## src/rtl/hamming_frame_decoder.sv

```systemverilog
// hamming_frame_decoder: serial Hamming(7,4) frame receiver with header hunt and one-entry output buffer.
// Define HAMMING_DEC_CORRECT_EN to correct single-bit errors; otherwise errors are only flagged.
module hamming_frame_decoder #(
  parameter logic [7:0] HDR_MAIN = 8'h7E,
  parameter logic [7:0] HDR_ALT = 8'h6E,
  parameter int CNT_W = 16
) (
  input  logic             clk_in,
  input  logic             rst,
  input  logic             data_in,
  input  logic             data_valid,
  input  logic             out_ready,
  output logic [31:0]      data_out,
  output logic             out_valid,
  output logic [7:0]       err_mask,
  output logic             hdr_alt,
  output logic             in_sync,
  output logic             overflow,
  output logic [CNT_W-1:0] frames_ok
);
  typedef enum logic {HUNT, PAYLOAD} state_t;
  state_t state, state_nx;
  logic [6:0] hdr_sr;
  logic [54:0] pay_sr;
  logic [5:0] bit_cnt;
  logic alt_q;
  logic [7:0] hdr_nx;
  logic [55:0] pay_nx;
  logic hdr_hit, last, load;
  logic [31:0] dec_word;
  logic [7:0] dec_err;
  assign hdr_nx = {hdr_sr, data_in};
  assign pay_nx = {pay_sr, data_in};
  assign hdr_hit = hdr_nx == HDR_MAIN || hdr_nx == HDR_ALT;
  assign last = state == PAYLOAD && data_valid && bit_cnt == 6'd55;
  assign load = last && (!out_valid || out_ready);
  assign in_sync = state == PAYLOAD;
  // decode straight from the post-shift payload so the word is ready on the bit-55 edge
  for (genvar k = 0; k < 8; k++) begin : g_cw
    logic [6:0] cw;
    logic [2:0] syn;
    assign cw = pay_nx[7*k +: 7];
    assign syn = {cw[3] ^ cw[4] ^ cw[5] ^ cw[6], cw[1] ^ cw[2] ^ cw[5] ^ cw[6], cw[0] ^ cw[2] ^ cw[4] ^ cw[6]};
`ifdef HAMMING_DEC_CORRECT_EN
    assign dec_word[4*k +: 4] = {cw[6], cw[5], cw[4], cw[2]} ^ {syn == 3'd7, syn == 3'd6, syn == 3'd5, syn == 3'd3};
`else
    assign dec_word[4*k +: 4] = {cw[6], cw[5], cw[4], cw[2]};
`endif
    assign dec_err[k] = |syn;
  end
  always_comb begin
    state_nx = state;
    state_nx = state == HUNT ? (data_valid && hdr_hit ? PAYLOAD : HUNT) : (last ? HUNT : PAYLOAD);
  end
  always_ff @(posedge clk_in or negedge rst) begin
    if (!rst) begin
      state <= HUNT;
      hdr_sr <= '0;
      pay_sr <= '0;
      bit_cnt <= '0;
      alt_q <= 1'b0;
      data_out <= '0;
      out_valid <= 1'b0;
      err_mask <= '0;
      hdr_alt <= 1'b0;
      overflow <= 1'b0;
      frames_ok <= '0;
    end else begin
      state <= state_nx;
      if (data_valid && state == HUNT) begin
        hdr_sr <= hdr_nx[6:0];
        if (hdr_hit) begin
          alt_q <= hdr_nx == HDR_ALT;
          bit_cnt <= '0;
        end
      end
      if (data_valid && state == PAYLOAD) begin
        pay_sr <= pay_nx[54:0];
        bit_cnt <= bit_cnt + 6'd1;
      end
      // a fresh hunt must not reuse payload bits as a partial header
      if (last)
        hdr_sr <= '0;
      if (load) begin
        data_out <= dec_word;
        err_mask <= dec_err;
        hdr_alt <= alt_q;
        frames_ok <= &frames_ok ? frames_ok : frames_ok + CNT_W'(1);
      end
      out_valid <= load || (out_valid && !out_ready);
      if (last && !load)
        overflow <= 1'b1;
    end
  end
endmodule

```

## config.mk

```make
export PLATFORM = sky130hd
export DESIGN_NAME = hamming_frame_decoder
export DESIGN_NICKNAME = d
export VERILOG_FILES = /design/src/rtl/hamming_frame_decoder.sv
export SDC_FILE = /design/constraint.sdc
export NUM_CORES = 1
export LEC_CHECK = 0
export BUFFER_PORTS_ARGS = -buffer_cell sky130_fd_sc_hd__buf_2
export CORE_AREA = 2 2 140 142
export CTS_CLUSTER_DIAMETER = 120
export DETAILED_ROUTE_END_ITERATION = 8
export DIE_AREA = 0 0 142 144
export SLEW_MARGIN = 20
export SYNTH_ARGS = -nofsm -noshare
export SYNTH_HDL_FRONTEND = slang
export SYNTH_SLANG_ARGS = --single-unit
```

## constraint.sdc

```tcl
create_clock -name clk_in -period 1.84 [get_ports clk_in]
set_input_delay 0.184 -clock clk_in [delete_from_list [all_inputs] [get_ports clk_in]]
set_output_delay 0.184 -clock clk_in [all_outputs]
set_load 0.05 [all_outputs]
```

==> results of run 1 <==
-- cell type report --
| type | count | area, um^2 |
|---|---|---|
| inverter | 3 | 11.26 |
| timing repair buffer | 87 | 548.0 |
| multi-input combinational | 335 | 2372 |
| tap | 238 | 297.8 |
| clock buffer | 17 | 425.4 |
| clock inverter | 15 | 171.4 |
| sequential | 129 | 3238 |
| fill | 1846 | 12020 |
-- power by group --
group,internal [mW],switching (mW)
registers,2.87,0.0270
logic,0.0777,0.109
clock network,2.03,1.33
-- worst paths after layout --
check / cells after the start / end / slack (ns) / from
hold / removal: 2 / hdr_sr[0] / 0.08 / data_in
setup / recovery: 6 / frames_ok[10] / 0.05 / bit_cnt[1]
max in group asynchronous: 3 / frames_ok[12] / 0.96 / rst
min in group asynchronous: 2 / data_out[17] / 0.26 / rst
setup reg to reg: 6 / frames_ok[10] / 0.05 / bit_cnt[1]
hold reg to reg: 2 / data_out[19] / 0.47 / data_out[19]
-- flip-flops by register name, summed over array words and instances (netlist names), 6 cells and up --
name,cells
bit_cnt,6
data_out,32
err_mask,8
frames_ok,16
hdr_sr,7
pay_sr,55
-- metal layers --
metal,global-route usage,wire [um],vias up
li1,-,-,1837
met1,0.1550,5411,1855
met2,0.1920,5384,55
met3,0.03477,449,14
met4,0.05211,176,0
met5,0,0,-
-- what timing repair did --
| item | 4_1_cts | 5_1_grt |
|---|---|---|
| hold endpoints to repair | 29 | 0 |
| pin swaps | 0 | 2 |
| hold buffers | 1 | 0 |
| endpoints found under the setup margin | 5 | 10 |
| gates resized for setup | 2 | 9 |
| buffers inserted | 0 | 1 |
-- cells by family after synthesis --
kind of cell,after synthesis
AOI/OAI and AO/OA,31
xor gates and xnor gates,62
adders and majority gates,2
buffers and inverters,20
DFF,129
muxes,57
and+or+nand+nor,183
-- layout by cell type (no fill, tap or decap), types with 8 or more instances in the layout --
cell       Yosys  layout
a22o_1         8       8
xnor2_1       30      30
nor4b_1        8       8
dfrtp_2        0       8
clkbuf_16      0      17
dfrtp_1      129     121
nand2_1      125     125
o31ai_1       10      10
buf_4          0      19
and4b_1        8       8
xor2_1        32      32
nor2_1        10       8
buf_2          1      63
mux2_2        57      56
-- worst reg2reg max path, delay by kind of cell, from the launching register on --
kind                     cells  cell delay [ns]
multiplexers                 1             0.30
adder cells (fa/ha/maj)      1             0.19
AND/OR/NAND/NOR              4             0.83
flip-flops                   1             0.36
-- stage by stage --
step / power (mW) / hold slack, ns / worst slack, ns / instances / TNS, ns
after floorplan: 3.011 / -0.1116 / -0.04116 / 484 / -0.1885
after global placement: 3.118 / 0.1592 / 0.04294 / 790 / 0
after detailed placement: 3.128 / 0.1530 / -0.03530 / 790 / -0.09548
after CTS: 6.548 / 0.07165 / 0.006993 / 823 / 0
after global routing: 6.724 / 0.1032 / -0.03181 / 824 / -0.09348
final: 6.454 / 0.08453 / 0.04543 / 824 / 0
-- cell usage after synthesis, drive strengths merged, types with 2 or more instances --
master / number
dfrtp: 129
nand2: 125
mux2: 57
xor2: 32
xnor2: 30
clkbuf: 14
nor2: 10
o31ai: 10
a22o: 8
and4b: 8
nor4b: 8
nand3: 7
o21ai: 7
nand4: 6
nor3: 4
and2: 3
and3: 3
buf: 3
inv: 3
and4: 2
ha: 2
o21bai: 2
==> results.py, run 1 <==
metrics = {
    "clock_network": {
        "clockRootBuffer": "clkbuf_16",
        "clk_latency_ns": 0.42,
        "cts-htree-levels": 4,
        "clockBufferDepth": 2,
        "cts_tree": "done",
        "cts_buffers": 17,
        "cts_sinks": 129,
        "cts.clk_slew.worst_paths_ns": 0.06,
    },
    "run": {
        "max_cap_viol_count": 0,
    },
    "synth": {
        "netlist_area_um2": 5612,
        "yosys.area_share.simple": 0.1547,
        "synth_compound_area_frac": 0.04080,
        "synthMuxAreaShare": 0.1144,
        "synth_top_area_frac": 0.5753,
        "syn-instance-count": 484,
        "synth_edf_count": 0,
        "synth.area.top_cells": "dfrtp_1 (58%), mux2_2 (11%), nand2_1 (8.4%)",
        "synthAdderAreaFrac": 0.004459,
        "ys_seq_area_frac": 0.5753,
        "syn_nets": 491,
        "ys_types": 36,
        "synth_top_family_by_area": "simple AND/OR/NAND/NOR gates",
        "yosysTopAreaCell": "dfrtp_1",
        "synthArstFlopShare": 1.000,
        "synth_ff_type": "dfrtp_1",
        "yosysWarnings": 0,
        "syn_area_per_cell_um2": 11.59,
        "synth_seq_cells": 129,
        "synth_xor_area_frac": 0.09677,
    },
    "drt": {
        "wire_per_inst_um": 13.86,
        "drcViolationCount": 0,
        "viasPerCell": 4.564,
        "num_vias": 3761,
        "wl_um": 11420,
        "drt_iter0_markers": 181,
        "drt_first_pass_iters": 4,
        "ant_nets": 0,
    },
    "grt": {
        "grt_max_degree": 50,
        "antenna_found_initial": 0,
        "grt-ovfl-total": 0,
        "grt_pass1_wl_um": 19580,
        "grt.total_usage": 0.1211,
        "grt_pass1_vias": 3836,
    },
    "worst_setup_path": {
        "crit_path_top_delay_cell": "or3_4",
        "cp_max_fo": 4,
        "worstPathArrival_ns": 2.09,
        "critPathKind": "flip-flop to flip-flop",
        "critPathBufInv": 0,
        "crit_chain": "ha_2 -> and4_4 -> nand3_4 -> or3_4 -> nor2_4 -> mux2_4",
        "cp_data_required_time_ns": 2.13,
        "end_kind": "flip-flop",
        "startpoint_type": "flip-flop",
        "max_stage_delay_ns": 0.39,
        "crit_family": "simple AND/OR/NAND/NOR gates",
    },
    "finish": {
        "area_growth_pct": 25.89,
        "design_area_um2": 7064,
        "layout.nets": 580,
        "n_antenna_cell": 0,
        "final_util": 0.3703,
        "drive_gt1_frac": 0.3328,
    },
    "die": {
        "coreArea_um2": 19080,
        "start_util": 0.2941,
        "die_width_um": 142,
        "io_pins": 65,
        "fp.dieH_um": 144,
        "die_area_um2": 20450,
        "placementRows": 51,
    },
    "outcome": {
        "status": "complete, no violations",
    },
    "power_and_ir_drop": {
        "power_density_nw_per_um2": 913.6,
        "cellLeakagePower_nw": 3.685,
        "peakVddDrop_v": 0.0006721,
    },
    "timing": {
        "setup_viol": 0,
        "tightest_slew_ns": 0.5172,
        "slew_headroom": 0.6552,
        "hold_viol_final": 0,
        "period_share": 0.9753,
        "worst_clock_skew_ns": 0.01115,
        "maxSlewViolCount": 0,
        "rsz0062_at_grt": "yes",
        "max_freq_mhz": 557.2,
        "fin_crit_ns": 1.795,
    },
    "hold_path": {
        "min_path_type": "input pin to flip-flop",
    },
    "placed_design": {
        "gp_congestion": 0.7950,
        "dpl.hpwl_um": 7660,
        "port_buffers": 64,
        "place_area_um2": 6402,
    },
}
Note: power is estimated with default switching activity, not from simulation.
==> run 2, diff against run 1 <==
--- a/config.mk
+++ b/config.mk
@@ -7,6 +7,7 @@
 export LEC_CHECK = 0
 export BUFFER_PORTS_ARGS = -buffer_cell sky130_fd_sc_hd__buf_2
 export CORE_AREA = 2 2 140 142
+export CTS_BUF_LIST = sky130_fd_sc_hd__clkbuf_4 sky130_fd_sc_hd__clkbuf_8
 export CTS_CLUSTER_DIAMETER = 120
 export DETAILED_ROUTE_END_ITERATION = 8
 export DIE_AREA = 0 0 142 144
==> constraint.sdc (replaced) <==
create_clock -name clk_in -period 1.84 [get_ports clk_in]
set_input_delay 0.184 -clock clk_in [delete_from_list [all_inputs] [get_ports clk_in]]
set_output_delay 0.184 -clock clk_in [all_outputs]
set_load 0.1 [all_outputs]
==> run 2 against run 1 <==
Effect of this change: non-clock buffer count is the same; die area is the same; final area shrank 2.9%; global-route usage grew 0.34 points; combinational power shrank 3%; power shrank 15%; sequential power is essentially flat; critical path depth is the same.
==> results.py, run 2 (same netlist as run 1, synthesis figures left out) <==
metrics = {
    "timing": {
        "hold_slack_ns": 0.09615,
        "worst_slack_ns": 0.02890,
        "hold_viol_final": 0,
        "maxSlewViolCount": 0,
        "worst_clock_skew_ns": 0.008243,
        "setup_viol": 0,
        "period_share": 0.9843,
        "max_freq_mhz": 552.2,
        "fin_tns_setup_ns": 0,
        "fin_crit_ns": 1.811,
        "tightest_slew_ns": 0.5690,
        "rsz0062_at_grt": "yes",
        "slew_headroom": 0.6206,
    },
    "placed_design": {
        "place_area_um2": 6425,
        "dpl.hpwl_um": 7703,
        "pre_cts_slack_ns": -0.05231,
        "gp_congestion": 0.7852,
        "place_inst": 791,
        "port_buffers": 64,
    },
    "power_and_ir_drop": {
        "peakVddDrop_v": 0.0004639,
        "power_density_nw_per_um2": 795.3,
        "cellLeakagePower_nw": 3.577,
        "total_power_mw": 5.455,
    },
    "grt": {
        "grt_pass1_vias": 3996,
        "grt.total_usage": 0.1245,
        "antenna_found_initial": 0,
        "grt-ovfl-total": 0,
        "grt_pass1_wl_um": 19850,
        "grt_max_degree": 50,
    },
    "drt": {
        "drt_first_pass_iters": 5,
        "wl_um": 11570,
        "viasPerCell": 4.625,
        "drt_iter0_markers": 157,
        "drcViolationCount": 0,
        "ant_nets": 0,
        "wire_per_inst_um": 14.09,
        "num_vias": 3797,
    },
    "hold_path": {
        "min_path_type": "input pin to flip-flop",
        "holdCritStartpoint": "data_in",
        "holdPathStages": 2,
        "hold_end": "hdr_sr[0]",
    },
    "worst_setup_path": {
        "startpoint_type": "flip-flop",
        "cp_data_required_time_ns": 2.20,
        "critPathKind": "flip-flop to flip-flop",
        "r2r-start": "frames_ok[1]",
        "worstPathArrival_ns": 2.18,
        "end_kind": "flip-flop",
        "r2r-end": "frames_ok[7]",
        "r2r_setup_slack_ns": 0.03,
        "crit_path_top_delay_cell": "or4_4",
        "ff2ff_path_depth": 6,
        "crit_chain": "ha_4 -> nand4_1 -> nor4_2 -> or4_4 -> nor2_1 -> xor2_1",
        "max_stage_delay_ns": 0.56,
        "cp_max_fo": 6,
    },
    "finish": {
        "mostFrequentLayoutCell": "nand2_1",
        "layout.nets": 580,
        "n_antenna_cell": 0,
        "area_growth_pct": 22.23,
        "layout_common_cells": "nand2_1 (125), dfrtp_1 (111), buf_2 (63)",
        "regMostFlops": "pay_sr",
        "largest_reg_flops": 55,
        "final_util": 0.3595,
        "finalNonFillerCells": 821,
        "drive_gt1_frac": 0.3482,
        "design_area_um2": 6859,
        "largest_registers": "pay_sr: 55 flops, data_out: 32 flops, frames_ok: 16 flops",
        "fillerInstances": 1863,
    },
    "clock_network": {
        "clockBufferDepth": 2,
        "cts_tree": "done",
        "clockRootBuffer": "clkbuf_8",
        "clk_latency_ns": 0.44,
        "cts.clk_slew.worst_paths_ns": 0.07,
        "cts_sinks": 129,
        "cts-htree-levels": 4,
        "cts_buffers": 17,
    },
    "die": {
        "io_pins": 65,
        "start_util": 0.2941,
        "die_area_um2": 20450,
        "fp.dieH_um": 144,
        "placementRows": 51,
        "die_width_um": 142,
        "coreArea_um2": 19080,
    },
    "outcome": {
        "status": "complete, no violations",
    },
    "run": {
        "max_cap_viol_count": 0,
    },
}
==> run 2: power breakdown <==
group	internal, mW	switching (mW)	total, mW
registers	2.87	0.0268	2.90
logic	0.0704	0.111	0.182
clock network	1.33	1.05	2.38
==> run 2: area by class of cell <==
class,instances,area (um^2),area share
tap,238,297.8,0.04341
timing repair buffer,87,548.0,0.07990
inverter,3,11.26,0.001642
sequential,129,3258,0.4750
multi-input combinational,335,2364,0.3446
clock buffer,23,297.8,0.04341
clock inverter,6,82.58,0.01204
==> run 2: worst max-delay path by stage <==
stage            startpoint             to  slack (ns)  cells past startpoint
2_1_floorplan  frames_ok[1]   frames_ok[9]       -0.15                      7
3_3_place_gp   frames_ok[1]   frames_ok[7]       0.008                      6
3_5_place_dp   frames_ok[1]  frames_ok[13]       -0.05                      6
4_1_cts          bit_cnt[0]  frames_ok[10]       0.005                      6
5_1_grt        frames_ok[1]  frames_ok[15]       -0.07                      6
6_report       frames_ok[1]   frames_ok[7]        0.03                      6
==> run 2: worst max-delay path: cells and delay by family (launching register included) <==
| kind | cells | cell delay [ns] |
|---|---|---|
| and+or+nand+nor | 4 | 0.93 |
| DFF | 1 | 0.50 |
| xor gates and xnor gates | 1 | 0.15 |
| adders and majority gates | 1 | 0.17 |
==> run 2: routing by layer <==
| metal | track usage | up-vias | part of all wire |
|---|---|---|---|
| li1 | - | 1822 | - |
| met5 | 0 | - | 0 |
| met4 | 0.05316 | 0 | 0.019 |
| met2 | 0.1915 | 66 | 0.46 |
| met3 | 0.03940 | 17 | 0.043 |
| met1 | 0.1622 | 1892 | 0.48 |
==> run 2: what timing repair did <==
item,in CTS,in global routing
endpoints found under the hold margin,37,0
hold buffers,1,0
endpoints found under the setup margin,5,26
pin swaps,0,3
resized for setup,1,10
setup buffers,0,0
